`src/rtl/iob_native_fifo_slave_pkg.sv`:
```
// Shared definitions for the native-bus FIFO slave.
//   - window select: the address MSB picks the data window or the CSR window
//   - CSR word offsets (addr[3:2]) and CONTROL flush bit positions
//   - width of each level field in the STATUS word
package iob_native_fifo_slave_pkg;

  typedef enum logic {
    WIN_DATA = 1'b0,
    WIN_CSR  = 1'b1
  } win_e;

  typedef enum logic [1:0] {
    CSR_STATUS  = 2'd0,
    CSR_CONTROL = 2'd1
  } csr_idx_e;

  localparam int FLUSH_RX_BIT = 0;
  localparam int FLUSH_TX_BIT = 1;

  localparam int LVL_FIELD_W = 16;

endpackage

```
`src/rtl/iob_sync_fifo.sv`:
```
// Single-clock first-word-fall-through FIFO.
// Ports:
//   clk, rst      clock (rising edge), asynchronous active-high reset
//   flush         empties the FIFO; a push/pop in the same cycle is discarded
//   push, push_data  write side
//   pop           read side; head always shows the oldest stored word
//   head          oldest word (valid when !empty)
//   full, empty   status flags
//   level         number of stored words, 0..DEPTH
// DEPTH must be a power of two (>= 2) so the pointers wrap naturally.
module iob_sync_fifo #(
  parameter int DATA_W = 32,
  parameter int DEPTH  = 16
) (
  input  logic              clk,
  input  logic              rst,
  input  logic              flush,
  input  logic              push,
  input  logic [DATA_W-1:0] push_data,
  input  logic              pop,
  output logic [DATA_W-1:0] head,
  output logic              full,
  output logic              empty,
  output logic [$clog2(DEPTH):0] level
);

  localparam int PTR_W = $clog2(DEPTH);
  localparam int LVL_W = PTR_W + 1;

  logic [DATA_W-1:0] mem [DEPTH];
  logic [PTR_W-1:0]  wptr;
  logic [PTR_W-1:0]  rptr;
  logic [LVL_W-1:0]  level_q;
  logic              push_ok;
  logic              pop_ok;

  assign empty = (level_q == '0);
  assign full  = (level_q == LVL_W'(DEPTH));
  assign level = level_q;
  assign head  = mem[rptr];

  // A pop on a full FIFO frees the slot the simultaneous push lands in.
  assign pop_ok  = pop & ~empty & ~flush;
  assign push_ok = push & (~full | pop_ok) & ~flush;

  always_ff @(posedge clk or posedge rst) begin
    if (rst) begin
      wptr    <= '0;
      rptr    <= '0;
      level_q <= '0;
    end else if (flush) begin
      wptr    <= '0;
      rptr    <= '0;
      level_q <= '0;
    end else begin
      if (push_ok) wptr <= wptr + 1'b1;
      if (pop_ok)  rptr <= rptr + 1'b1;
      case ({push_ok, pop_ok})
        2'b10:   level_q <= level_q + 1'b1;
        2'b01:   level_q <= level_q - 1'b1;
        default: level_q <= level_q;
      endcase
    end
  end

  // Storage carries data only; its contents are meaningless until pushed.
  always_ff @(posedge clk) begin
    if (push_ok) mem[wptr] <= push_data;
  end

endmodule

```
`src/rtl/iob_native_fifo_slave.sv`:
```
// Native-bus slave bridging a CPU/DMA master to a TX and an RX word stream.
// Ports:
//   clk, rst                  clock (rising edge), asynchronous active-high reset
//   valid, addr, wdata, wstrb native request (wstrb != 0 -> write)
//   rdata, ready              native response, ready is combinational
//   tx_data, tx_valid, tx_ready  TX stream out (first-word fall-through)
//   rx_data, rx_valid, rx_ready  RX stream in
// Address map: addr MSB = 0 -> data window (any offset; write pushes TX,
// read pops RX, wait states while TX full / RX empty). addr MSB = 1 -> CSR
// window indexed by addr[3:2]: 0 STATUS {rx_level, tx_level}, 1 CONTROL
// (bit0 flush RX, bit1 flush TX). CSR accesses complete immediately.
module iob_native_fifo_slave
  import iob_native_fifo_slave_pkg::*;
#(
  parameter int ADDR_W = 32,
  parameter int DATA_W = 32,
  parameter int DEPTH  = 16
) (
  input  logic                clk,
  input  logic                rst,
  input  logic                valid,
  input  logic [ADDR_W-1:0]   addr,
  input  logic [DATA_W-1:0]   wdata,
  input  logic [DATA_W/8-1:0] wstrb,
  output logic [DATA_W-1:0]   rdata,
  output logic                ready,
  output logic [DATA_W-1:0]   tx_data,
  output logic                tx_valid,
  input  logic                tx_ready,
  input  logic [DATA_W-1:0]   rx_data,
  input  logic                rx_valid,
  output logic                rx_ready
);

  localparam int LVL_W = $clog2(DEPTH) + 1;

  win_e              win;
  logic [1:0]        csr_idx;
  logic              is_write;

  logic              tx_push;
  logic              tx_pop;
  logic              tx_flush;
  logic              tx_full;
  logic              tx_empty;
  logic [LVL_W-1:0]  tx_level;

  logic              rx_push;
  logic              rx_pop;
  logic              rx_flush;
  logic              rx_full;
  logic              rx_empty;
  logic [LVL_W-1:0]  rx_level;
  logic [DATA_W-1:0] rx_head;

  logic              unused_addr;

  assign win      = win_e'(addr[ADDR_W-1]);
  assign csr_idx  = addr[3:2];
  assign is_write = |wstrb;

  // Only the window bit and the CSR index take part in decoding.
  assign unused_addr = ^{addr[ADDR_W-2:4], addr[1:0]};

  assign tx_valid = ~tx_empty;
  assign tx_pop   = tx_valid & tx_ready;
  assign rx_ready = ~rx_full;
  assign rx_push  = rx_valid & rx_ready;

  // Request decode. Nothing completes while rst is high, so a request that
  // was in flight across a reset has to be reissued.
  always_comb begin
    ready    = 1'b0;
    rdata    = '0;
    tx_push  = 1'b0;
    rx_pop   = 1'b0;
    tx_flush = 1'b0;
    rx_flush = 1'b0;
    if (valid && !rst) begin
      if (win == WIN_CSR) begin
        ready = 1'b1;
        if (is_write) begin
          if (csr_idx == CSR_CONTROL) begin
            rx_flush = wdata[FLUSH_RX_BIT];
            tx_flush = wdata[FLUSH_TX_BIT];
          end
        end else if (csr_idx == CSR_STATUS) begin
          rdata = DATA_W'({LVL_FIELD_W'(rx_level), LVL_FIELD_W'(tx_level)});
        end
      end else if (is_write) begin
        if (!tx_full) begin
          ready   = 1'b1;
          tx_push = 1'b1;
        end
      end else begin
        if (!rx_empty) begin
          ready  = 1'b1;
          rdata  = rx_head;
          rx_pop = 1'b1;
        end
      end
    end
  end

  iob_sync_fifo #(
    .DATA_W (DATA_W),
    .DEPTH  (DEPTH)
  ) u_tx_fifo (
    .clk       (clk),
    .rst       (rst),
    .flush     (tx_flush),
    .push      (tx_push),
    .push_data (wdata),
    .pop       (tx_pop),
    .head      (tx_data),
    .full      (tx_full),
    .empty     (tx_empty),
    .level     (tx_level)
  );

  iob_sync_fifo #(
    .DATA_W (DATA_W),
    .DEPTH  (DEPTH)
  ) u_rx_fifo (
    .clk       (clk),
    .rst       (rst),
    .flush     (rx_flush),
    .push      (rx_push),
    .push_data (rx_data),
    .pop       (rx_pop),
    .head      (rx_head),
    .full      (rx_full),
    .empty     (rx_empty),
    .level     (rx_level)
  );

endmodule
```
`config.mk`:
```
export PLATFORM = sky130hd
export DESIGN_NAME = iob_native_fifo_slave
export DESIGN_NICKNAME = d
export VERILOG_FILES = /design/src/rtl/iob_native_fifo_slave_pkg.sv /design/src/rtl/iob_sync_fifo.sv /design/src/rtl/iob_native_fifo_slave.sv
export SDC_FILE = /design/constraint.sdc
export NUM_CORES = 1
export LEC_CHECK = 0
export ABC_AREA = 1
export CAP_MARGIN = 20
export CORE_UTILIZATION = 45
export DETAILED_ROUTE_END_ITERATION = 8
export PLACE_DENSITY_LB_ADDON = 0.1
export SLEW_MARGIN = 20
export SYNTH_ARGS = -nofsm -noshare
export SYNTH_HDL_FRONTEND = slang
export SYNTH_HIERARCHICAL = 1
export SYNTH_SLANG_ARGS = --single-unit
```
`constraint.sdc`:
```
create_clock -name clk -period 11 [get_ports clk]
set_input_delay 2.75 -clock clk [delete_from_list [all_inputs] [get_ports clk]]
set_output_delay 2.75 -clock clk [all_outputs]
set_load 0.01 [all_outputs]
```
==> metrics.md, run 1 <==
| Metric | Value |
|---|---|
| Area grow syn2layout | 13.67% |
| RD Place Congestion | around 0.76 |
| Die area | about 97000 sq um |
| Worst Hold Depth | 1 |
| Final hold vios | 0 |
| Clock Skew | roughly 0.014 ns |
| Chip width | between 300 and 400 um |
| CTS sink cnt | approximately 1100 |
| CTS tree | yes |
| Setup Fix Bufs, Post-CTS | 0 |
| Hold-fix buffers at CTS | 0 |
| DR iter-0 viols | 2014 |
| Clk_lat worst skew | 0.67 ns |
| Final worst path period need | 7.707 ns |
| DR WL/cell | 22.04 um |
| GRT Total Usage | a little over a fifth |
| Initial Util | roughly 46% |
| Slew HR | ~25% |
| Core Area | 93890 sq um |
| Synth warn | 6 |
| Nets | between 3000 and 4000 |
| Number of global-route vias before repair | between 20000 and 30000 |
| Post-cts resize count | 0 |
| Port buffer count | between 100 and 150 |
| Die H | a little over 300 um |
| Total clock buffers created by CTS | between 100 and 150 |
| Drt pass-1 iters | 6 |
| Worst path arrival time | slightly below 5 ns |
| Worst r2r dst | u_rx_fifo/mem[14][7] |
| Tightest hold margin | 0.5694 ns |
| Worst IR Drop VDD | between 0.15 and 0.2 mV |
| Largest net degree at the start of global routing | slightly above 200 |
| Synth unique cells | 37 |
| GRT overflow | 0 |
| First-pass GRT wire length | around 160 mm |
| Avg Cell Area, Syn | 12.72 sq um |
| Worst slew pin tran | 1.130 ns |
| Via count of the routed design | ~27000 |
| #FFs+latches synth | 1050 |
| Hold endpoint | u_rx_fifo/wptr[0] |
| Mapped cell area | approximately 43000 sq um |
| Post-Syn Instances | 3379 |
| Antenna-violating nets left | 0 |
| Crit end category | primary output |
| # rows | roughly 110 |
| RSZ-0062 raised after global routing | false |
| Post-route insts no fill | between 4000 and 5000 |
| Worst EP required | 8.25 ns |
| Status | finished, final reports clean |
| Clock transition at path regs | ~0.060 ns |
| Worst Path Max Fanout | 22 |
| # setup viols final | 0 |
| Syn Nets | 3502 |
| CTS H-tree depth | 3 |
| Max cap viols | 0 |
| DRC | 0 |
| Tcrit/Tclk final | 70.07% |
| Layout cells sized above 1 | 8.512% |
| Tot Pwr | ~11 mW |
| Fill count | 7888 |
| Total wire length | approximately 110 mm |
| CTS max path bufs | 3 |
| R2r setup slk | ~7 ns |
| Critical path type | primary input to primary output |
| CTS Root Cell | clkbuf_16 |
| Pleak | between 15 and 20 nW |
| DP HPWL | between 50 and 60 mm |
| Fin. max-slew vios | 0 |
| Hold/Removal Path Class | flop to flop |
| Reg2Reg Depth | 13 |
| Worst reg2reg path startpoint | u_rx_fifo/level[0] |
| Setup_tns | 0 ns |
| Number of antenna violations at the first check in global routing | 8 |
| Fmax | 0.1297 GHz |
| Boundary pin count | 172 |
| Number of vias per cell | about 5.6 |
| Placed insts | between 4000 and 5000 |
| Seq/Total Area, Yosys | approximately three quarters |
| Startpoint types | primary input |
| Min-Delay Startpoint | u_rx_fifo/wptr[0] |
| Power Dens Cells | around 230 nW/um^2 |
## worst max-delay path: stages
cell	delay, ns
clkdlybuf4s50_1	0.75
nor2_1	0.09
inv_1	0.13
nor2_4	0.07
inv_2	0.04
buf_4	0.44
nor2_1	0.08
clkdlybuf4s50_1	0.50
## worst max-delay path by stage
stage	start	endpoint	slack (ns)	depth (start not counted)
global placement	addr[31]	rdata[5]	3.30	8
floorplan	wstrb[1]	u_rx_fifo/mem[14][0]	4.59	11
finish	addr[31]	rdata[5]	3.29	8
CTS	addr[31]	rdata[5]	3.26	8
detailed placement	addr[31]	rdata[5]	3.26	8
global route	addr[31]	rdata[31]	3.16	8
## final cells by class
| cell class | count | area (sq um) | area share [%] |
|---|---|---|---|
| clock buffer | 143 | 2990 | 6.122 |
| multi-input combinational | 1999 | 10180 | 20.84 |
| timing repair buffer | 192 | 1838 | 3.763 |
| clock inverter | 58 | 429.2 | 0.8786 |
| sequential | 1050 | 31430 | 64.34 |
| inverter | 106 | 410.4 | 0.8402 |
| antenna | 1 | 2.502 | 0.005123 |
| tap | 1254 | 1569 | 3.212 |
## power by group
group          total (mW)  switching [mW]  internal, mW
clock network        3.50            1.47          2.04
logic                2.96            1.99         0.973
registers            4.88           0.228          4.66
total                11.4            3.68          7.67
## state kept, by name, summed over array words and instances, names as in the netlist
name	cells
u_tx_fifo/rptr	4
u_rx_fifo/rptr	4
u_rx_fifo/mem	512
u_rx_fifo/wptr	4
u_tx_fifo/wptr	4
u_tx_fifo/mem	512
u_rx_fifo/level	5
u_tx_fifo/level	5
## kinds of logic after synthesis
kind of cell	synth area share [%]
buffers and inverters	3.762
AOI/OAI and AO/OA	11.90
DFF	73.08
adders and majority gates	0.5591
xor gates and xnor gates	0.2038
and+or+nand+nor	10.50
## cell usage in the layout (no fill, tap or decap), types with 38 or more instances in the layout
master,netlist,routed
clkdlybuf4s50_1,0,142
o211ai_1,248,248
nand2_1,146,146
buf_4,6,46
o21ai_1,108,108
nor2_4,15,42
nand3_1,103,103
edfxtp_1,1024,1024
clkinv_1,4,38
inv_1,98,97
o21ai_0,490,490
clkbuf_16,0,113
nor2_1,765,738
## stage by stage
stage | util (%) | setup slack, ns | instance area [sq um]
2_1_floorplan | - | 4.591 | 42970
3_3_place_gp | 48.37 | 3.297 | 45420
3_5_place_dp | 48.37 | 3.263 | 45420
4_1_cts | 52.02 | 3.263 | 48840
5_1_grt | 52.02 | 3.161 | 48840
6_report | 52.02 | 3.293 | 48840
## per-layer routing
layer	routed length (um)	up-vias	GRT usage, %	share of wire (%)
met2	54910	638	39.30	52
met1	43180	13380	26.72	41
met3	4584	186	3.039	4.3
met4	3085	12	7.344	2.9
met5	85	-	0	0.080
li1	-	12440	-	-
## synth_stat cells
cell	n	share of area (%)
o21ai_2	3	0.061
o211ai_1	248	4.3
nand3_2	1	0.023
buf_6	25	0.66
nor3_1	10	0.12
nand2_1	146	1.3
nand3_1	103	1.2
nand3b_1	3	0.052
buf_4	6	0.10
o21ai_1	108	1.3
buf_2	62	0.72
xnor2_1	6	0.12
nor2_2	27	0.39
buf_1	21	0.18
inv_2	2	0.017
dfrtp_1	26	1.5
nor2_1	765	6.7
clkbuf_1	104	0.91
inv_6	1	0.020
buf_8	3	0.10
o211ai_2	8	0.23
xor2_1	4	0.082
o21ai_0	490	5.7
inv_4	1	0.015
a21oi_1	23	0.27
inv_1	98	0.86
edfxtp_1	1024	72
fa_1	2	0.093
nand4_1	10	0.15
nor2_4	15	0.39
a21oi_2	2	0.041
nand2_2	4	0.058
nand4_2	4	0.12
nand3_4	1	0.041
clkinv_1	4	0.035
ha_1	16	0.47
buf_12	3	0.14
No activity file was read; power rests on OpenSTA's default activity.
==> run 2: changes to the inputs <==
==> constraint.sdc (replaced) <==
create_clock -name clk -period 7.35 [get_ports clk]
set_input_delay 1.8375 -clock clk [delete_from_list [all_inputs] [get_ports clk]]
set_output_delay 1.8375 -clock clk [all_outputs]
set_load 0.01 [all_outputs]
==> run 2 against run 1 <==
  * Critical path depth stayed put
  * Sequential power grew 50%
  * Clock power is 56% higher
  * Combinational power is 52% higher
  * First-iteration DRC count rose by 3.5%
  * Sequential share of layout area fell by 0.52 points
  * Final cell count up 0.52%
  * Largest cell class unchanged
  * Die area stayed put
  * Register-to-register slack got worse by 3.4 ns
  * Flip-flop and latch count unchanged
  * Setup slack lost 2.1 ns
  * Wire length rose by 1.3%
==> metrics.md, run 2 (synthesis results as in run 1) <==
| Metric | Value |
|---|---|
| Setup Fix Bufs, Post-CTS | 0 (unchanged) |
| Crit end category | primary output (unchanged) |
| Tot Pwr | 17.30 mW (was 11.35 mW) |
| RD Place Congestion | 0.7886 (was 0.7566) |
| Fmax | about 0.16 GHz |
| Area grow syn2layout | 14.60% (was 13.67%) |
| Tcrit/Tclk final | 83.26% |
| Worst slew pin tran | 1.147 ns (was 1.130 ns) |
| Status | finished, final reports clean (unchanged) |
| Sequential cell area | 31430 sq um (unchanged) |
| Largest net degree at the start of global routing | 110 (was 205) |
| Pleak | 16.02 nW (was 15.83 nW) |
| Max cap viols | 0 (unchanged) |
| # rows | 112 (unchanged) |
| DP HPWL | 58.36 mm (was 53.16 mm) |
| Core Area | 93890 sq um (unchanged) |
| Hold/Removal Path Class | flop to flop (unchanged) |
| Total clock buffers created by CTS | 109 (unchanged) |
| Final worst path period need | 6.119 ns |
| Finished layout cell area | 49240 sq um (was 48840 sq um) |
| DR iter-0 viols | 2084 (was 2014) |
| Number of vias per cell | 5.545 (was 5.552) |
| Leading cell type in the layout, fill and taps excluded | edfxtp_1 (unchanged) |
| Post-Route Utilization | 52.45% (was 52.02%) |
| Hold-fix buffers at CTS | 0 (unchanged) |
| Startpoint types | primary input (unchanged) |
| CTS H-tree depth | 3 (unchanged) |
| Worst setup endpoint | rdata[10] (was rdata[5]) |
| Clk_lat worst skew | 0.66 ns (was 0.67 ns) |
| Slew HR | 23.37% (was 24.67%) |
| GRT Total Usage | 22.03% (was 21.79%) |
| Number of global-route vias before repair | 26220 (was 26350) |
| Tightest hold margin | 0.5949 ns (was 0.5694 ns) |
| RSZ-0062 raised after global routing | false (unchanged) |
| Worst reg2reg path startpoint | u_tx_fifo/level[0] (was u_rx_fifo/level[0]) |
| Clock Skew | 0.01097 ns (was 0.01359 ns) |
| Fin. max-slew vios | 0 (unchanged) |
| Reg2Reg Depth | 11 (was 13) |
| Worst r2r dst | u_tx_fifo/mem[11][18] (was u_rx_fifo/mem[14][7]) |
| Die area | 96730 sq um (unchanged) |
| Critical path type | primary input to primary output (unchanged) |
| CTS sink cnt | 1050 (unchanged) |
| Power Dens Cells | 351.3 nW/um^2 (was 232.4 nW/um^2) |
| CTS Root Cell | clkbuf_16 (unchanged) |
| Worst IR Drop VDD | 0.2047 mV (was 0.1749 mV) |
| Total wire length | 107.3 mm (was 105.8 mm) |
| Port buffer count | 142 (unchanged) |
| Number of antenna violations at the first check in global routing | 3 (was 8) |
| Worst path arrival time | 4.28 ns (was 4.96 ns) |
| DR WL/cell | 22.21 um (was 22.04 um) |
| R2r setup slk | 3.70 ns (was 7.07 ns) |
| Post-cts resize count | 0 (unchanged) |
| CTS max path bufs | 3 (unchanged) |
| Chip width | 311.0 um (unchanged) |
| DRC | 0 (unchanged) |
| Final hold vios | 0 (unchanged) |
| Largest regs | u_rx_fifo/mem: 512 flops, u_tx_fifo/mem: 512 flops (unchanged) |
| Most frequent cells in the layout | edfxtp_1, nor2_1, o21ai_0, o211ai_1, nand2_1 (unchanged) |
| GRT overflow | 0 (unchanged) |
| Area of the multi-input gates | 10180 sq um (unchanged) |
| Clock transition at path regs | 0.06 ns (about the same) |
| Drt pass-1 iters | 5 (was 6) |
| Nets | 3601 (was 3581) |
| CTS tree | yes (unchanged) |
| Via count of the routed design | 26770 (was 26660) |
| Boundary pin count | 172 (unchanged) |
| # setup viols final | 0 (unchanged) |
| Initial Util | 45.76% (unchanged) |
| Die H | 311.0 um (unchanged) |
| Worst Path Max Fanout | 17 (was 22) |
| First-pass GRT wire length | 162.0 mm (was 159.8 mm) |
| Layout cells sized above 1 | 9.328% (was 8.512%) |
| Setup_tns | 0 ns (unchanged) |
| Fill count | 8000 (was 7888) |
| Antenna-violating nets left | 0 (unchanged) |
| CP startpoint | addr[31] (unchanged) |
| DP Area | 45670 sq um (was 45420 sq um) |
| Worst EP required | 5.51 ns (was 8.25 ns) |
run 2: changes by cell type in the layout (fill, tap and decap cells not counted), moves of 5 or more:
cell and delta:
clkinv_1 -11, clkinv_2 +5, clkbuf_8 -5, buf_4 +14, clkinvlp_4 +5, buf_12 +5
bufinv_16 +8
run 2: how the worst min path moves through the flow:
| stage | startpoint | to | depth (start not counted) |
|---|---|---|---|
| 2_1_floorplan | u_rx_fifo/wptr[0] | u_rx_fifo/wptr[0] | 1 |
| 4_1_cts | u_rx_fifo/wptr[0] | u_rx_fifo/wptr[0] | 1 |
| 3_3_place_gp | u_rx_fifo/wptr[0] | u_rx_fifo/wptr[0] | 1 |
| 5_1_grt | u_rx_fifo/wptr[0] | u_rx_fifo/wptr[0] | 1 |
| 3_5_place_dp | u_rx_fifo/wptr[0] | u_rx_fifo/wptr[0] | 1 |
| 6_report | u_rx_fifo/wptr[0] | u_rx_fifo/wptr[0] | 1 |
run 2: cell type report:
class                   count  share of cell area [%]
flip-flops and latches   1050                   63.82
diodes                      4                 0.02033
well taps                1254                   3.186
multi-input cells        1999                   20.67
clock inverters            65                   1.382
repair buffers            212                   4.238
clock buffers             138                   5.847
inverters                 106                  0.8334
run 2: worst max-delay path, stage by stage:
cell and delay, ns:
clkdlybuf4s50_1 0.74, nor2_1 0.12, inv_1 0.13, nor2_4 0.06, inv_2 0.51, buf_4 0.30
nor2_4 0.04, clkdlybuf4s50_1 0.48
run 2: through the flow:
| stage | cells | setup WS [ns] |
|---|---|---|
| after floorplan | 3379 | 1.854 |
| after CTS | 4824 | 1.193 |
| after global placement | 4619 | 1.213 |
| after detailed placement | 4621 | 1.200 |
| after global routing | 4825 | 1.073 |
| final | 4828 | 1.231 |
run 2: where the power goes:
part | internal, mW | total (mW) | switching, mW
clock | 3.25 | 5.47 | 2.22
combinational | 1.49 | 4.50 | 3.00
sequential | 6.96 | 7.33 | 0.364
total | 11.7 | 17.3 | 5.59
run 2: per-layer routing:
layer	global-route usage [%]	share of wire, %
met5	0	0.024
met4	7.412	2.8
met3	2.806	3.8
met2	38.28	51
met1	28.52	43
==> run 3: changes to the inputs <==
==> constraint.sdc (replaced) <==
create_clock -name clk -period 6.05 [get_ports clk]
set_input_delay 1.5125 -clock clk [delete_from_list [all_inputs] [get_ports clk]]
set_output_delay 1.5125 -clock clk [all_outputs]
set_load 0.01 [all_outputs]
==> run 3 against run 2 <==
  * Total power grew 21%
  * Final cell count about the same
  * First-iteration DRC count decreased by 14%
  * Clock skew is 0.0063 ns higher
  * Clock power increased by 21%
  * Non-clock buffer count rose by 4
  * Core utilization is 0.077 points higher
  * Register-to-register slack worse by 1.1 ns
  * Sequential power up 21%
  * Flip-flop and latch count unchanged
  * Critical endpoint is now rdata[20]
  * Highest routed layer unchanged
==> metrics.md, run 3 (synthesis results as in run 1) <==
| Metric | Value |
|---|---|
| Total wire length | 104.6 mm (was 107.3 mm) |
| Worst slew pin tran | 1.031 ns (was 1.147 ns) |
| Worst Path Max Fanout | 85 (was 17) |
| Chip width | 311.0 um (unchanged) |
| Slew HR | 31.30% (was 23.37%) |
| Post-Route Utilization | 52.52% (was 52.45%) |
| Final hold vios | 0 (unchanged) |
| Most frequent cells in the layout | edfxtp_1, nor2_1, o21ai_0, o211ai_1, nand2_1 (unchanged) |
| Core Area | 93890 sq um (unchanged) |
| Worst Hold Depth | 1 (unchanged) |
| GRT overflow | 0 (unchanged) |
| Startpoint types | flop (was primary input) |
| Status | finished, final reports clean (unchanged) |
| Hold/Removal Path Class | flop to flop (unchanged) |
| Largest regs | u_rx_fifo/mem: 512 flops, u_tx_fifo/mem: 512 flops (unchanged) |
| Number of vias per cell | 5.488 (was 5.545) |
| Clk_lat worst skew | 0.67 ns (was 0.66 ns) |
| RD Place Congestion | 0.7823 (was 0.7886) |
| Port buffer count | 142 (unchanged) |
| Post-cts resize count | 0 (unchanged) |
| Max cap viols | 0 (unchanged) |
| Nets | 3606 (was 3601) |
| CTS Root Cell | clkbuf_16 (unchanged) |
| Met2 wire length | 53.09 mm (was 54.47 mm) |
| CTS max path bufs | 3 (unchanged) |
| Die area | 96730 sq um (unchanged) |
| Setup_tns | 0 ns (unchanged) |
| Crit end category | primary output (unchanged) |
| Power Internal | 14.26 mW (was 11.71 mW) |
| Boundary pin count | 172 (unchanged) |
| DP HPWL | 54.99 mm (was 58.36 mm) |
| Number of global-route vias before repair | 26320 (was 26220) |
| Tcrit/Tclk final | approximately nine tenths |
| First-pass GRT wire length | 157.7 mm (was 162.0 mm) |
| Pleak | 16.07 nW (was 16.02 nW) |
| Area grow syn2layout | 14.77% (was 14.60%) |
| Logic pwr share | 26.2% (was 26.0%) |
| Total clock buffers created by CTS | 110 (was 109) |
| Layout cells sized above 1 | 9.462% (was 9.328%) |
| Critical path type | flop to primary output (was primary input to primary output) |
| Switch share | 31.96% (was 32.32%) |
| WL met3 | 4.318 mm (was 4.092 mm) |
| Post-route insts no fill | 4831 (was 4828) |
| Clock transition at path regs | 0.06 ns (about the same) |
| CTS sink cnt | 1050 (unchanged) |
| DR iter-0 viols | 1797 (was 2084) |
| Net Sw Power | 6.699 mW (was 5.590 mW) |
| Clock Skew | 0.01730 ns (was 0.01097 ns) |
| Leading cell type in the layout, fill and taps excluded | edfxtp_1 (unchanged) |
| Setup Fix Bufs, Post-CTS | 0 (unchanged) |
| Reg2Reg Depth | 13 (was 11) |
| Largest net degree at the start of global routing | 144 (was 110) |
| Fin. max-slew vios | 0 (unchanged) |
| # rows | 112 (unchanged) |
| Final worst path period need | between 5 and 6 ns |
| Hold-fix buffers at CTS | 0 (unchanged) |
| M1 WL | 43.41 mm (was 45.63 mm) |
| Worst path arrival time | 3.98 ns (was 4.28 ns) |
| Placed insts | 4625 (was 4621) |
| GRT Total Usage | 21.49% (was 22.03%) |
| Worst reg2reg path startpoint | u_rx_fifo/level[0] (was u_tx_fifo/level[0]) |
| Min-Delay Startpoint | u_rx_fifo/wptr[0] (unchanged) |
| CTS H-tree depth | 3 (unchanged) |
| DRC | 0 (unchanged) |
| CTS tree | yes (unchanged) |
| Drt pass-1 iters | 5 (unchanged) |
| Initial Util | 45.76% (unchanged) |
| Fmax | between 0.15 and 0.2 GHz |
| Antenna-violating nets left | 0 (unchanged) |
| Top Layer Used | met5 (unchanged) |
| Worst IR Drop VDD | 0.2428 mV (was 0.2047 mV) |
| Share of power burned in registers | 42.3% (was 42.4%) |
| Die H | 311.0 um (unchanged) |
| Power Dens Cells | 425.1 nW/um^2 (was 351.3 nW/um^2) |
| Worst EP required | 4.54 ns (was 5.51 ns) |
| Number of antenna violations at the first check in global routing | 10 (was 3) |
| Via count of the routed design | 26510 (was 26770) |
| RSZ-0062 raised after global routing | false (unchanged) |
| CP startpoint | u_rx_fifo/rptr[0] (was addr[31]) |
| # setup viols final | 0 (unchanged) |
| Clock power frac | 31.5% (was 31.6%) |
| DR WL/cell | 21.65 um (was 22.21 um) |
run 3: cell types whose count changed in the layout (fill, tap and decap cells not counted), moves of 3 or more:
cell / change
clkinv_1: -3
clkbuf_8: +11
bufinv_16: -3
buf_12: +5
inv_6: -4
clkinvlp_4: -5
run 3: power by group through the flow:
| stage | Sequential [mW] | Clock (mW) | Combinational (mW) |
|---|---|---|---|
| final | 8.86 | 6.61 | 5.50 |
| after global placement | 8.98 | 0 | 5.41 |
| after floorplan | 8.73 | 0 | 3.84 |
| after detailed placement | 9.00 | 0 | 5.56 |
| after CTS | 8.85 | 6.74 | 5.58 |
| after global routing | 8.91 | 7.01 | 6.11 |
run 3: path summary, 6_finish.rpt:
kind                       slack (ns)                    to
setup / recovery                 0.56             rdata[20]
hold / removal                   0.58     u_rx_fifo/wptr[0]
setup reg to reg                 2.56  u_rx_fifo/mem[4][30]
hold reg to reg                  0.58     u_rx_fifo/wptr[0]
max in group asynchronous        4.33     u_rx_fifo/rptr[0]
min in group asynchronous        1.25    u_tx_fifo/level[3]
run 3: per-layer routing:
metal | up-vias | track usage (%)
met2 | 579 | 38.21
met4 | 12 | 8.240
met3 | 192 | 3.479
met1 | 13240 | 26.12
li1 | 12490 | -
met5 | - | 0
run 3: critical path: stages, from the launching register on:
cell,delay (ns)
dfrtp_4,0.84
buf_4,0.73
o21ai_0,0.19
o211ai_1,0.23
o211ai_1,0.12
nand2_1,0.26
a21oi_1,0.11
nor3_1,0.23
clkdlybuf4s50_1,0.58
run 3: cell type report:
cell class	count	area [sq um]
Multi-Input combinational cell	1999	10180
Antenna cell	5	12.51
Inverter	106	410.4
Timing Repair Buffer	216	2160
Clock inverter	52	526.8
Sequential cell	1050	31430
Clock buffer	149	3030
Fill cell	7865	44580
Tap cell	1254	1569
run 3: through the flow:
step	instance area (sq um)	power (mW)	hold slack, ns	setup WS (ns)
after floorplan	42970	12.57	0.5180	0.8787
after global placement	45720	14.39	0.5499	0.7183
after detailed placement	45740	14.56	0.5728	0.7075
after CTS	49300	21.17	0.5788	0.4761
after global routing	49310	22.03	0.6351	0.2786
final	49310	20.96	0.5784	0.5564
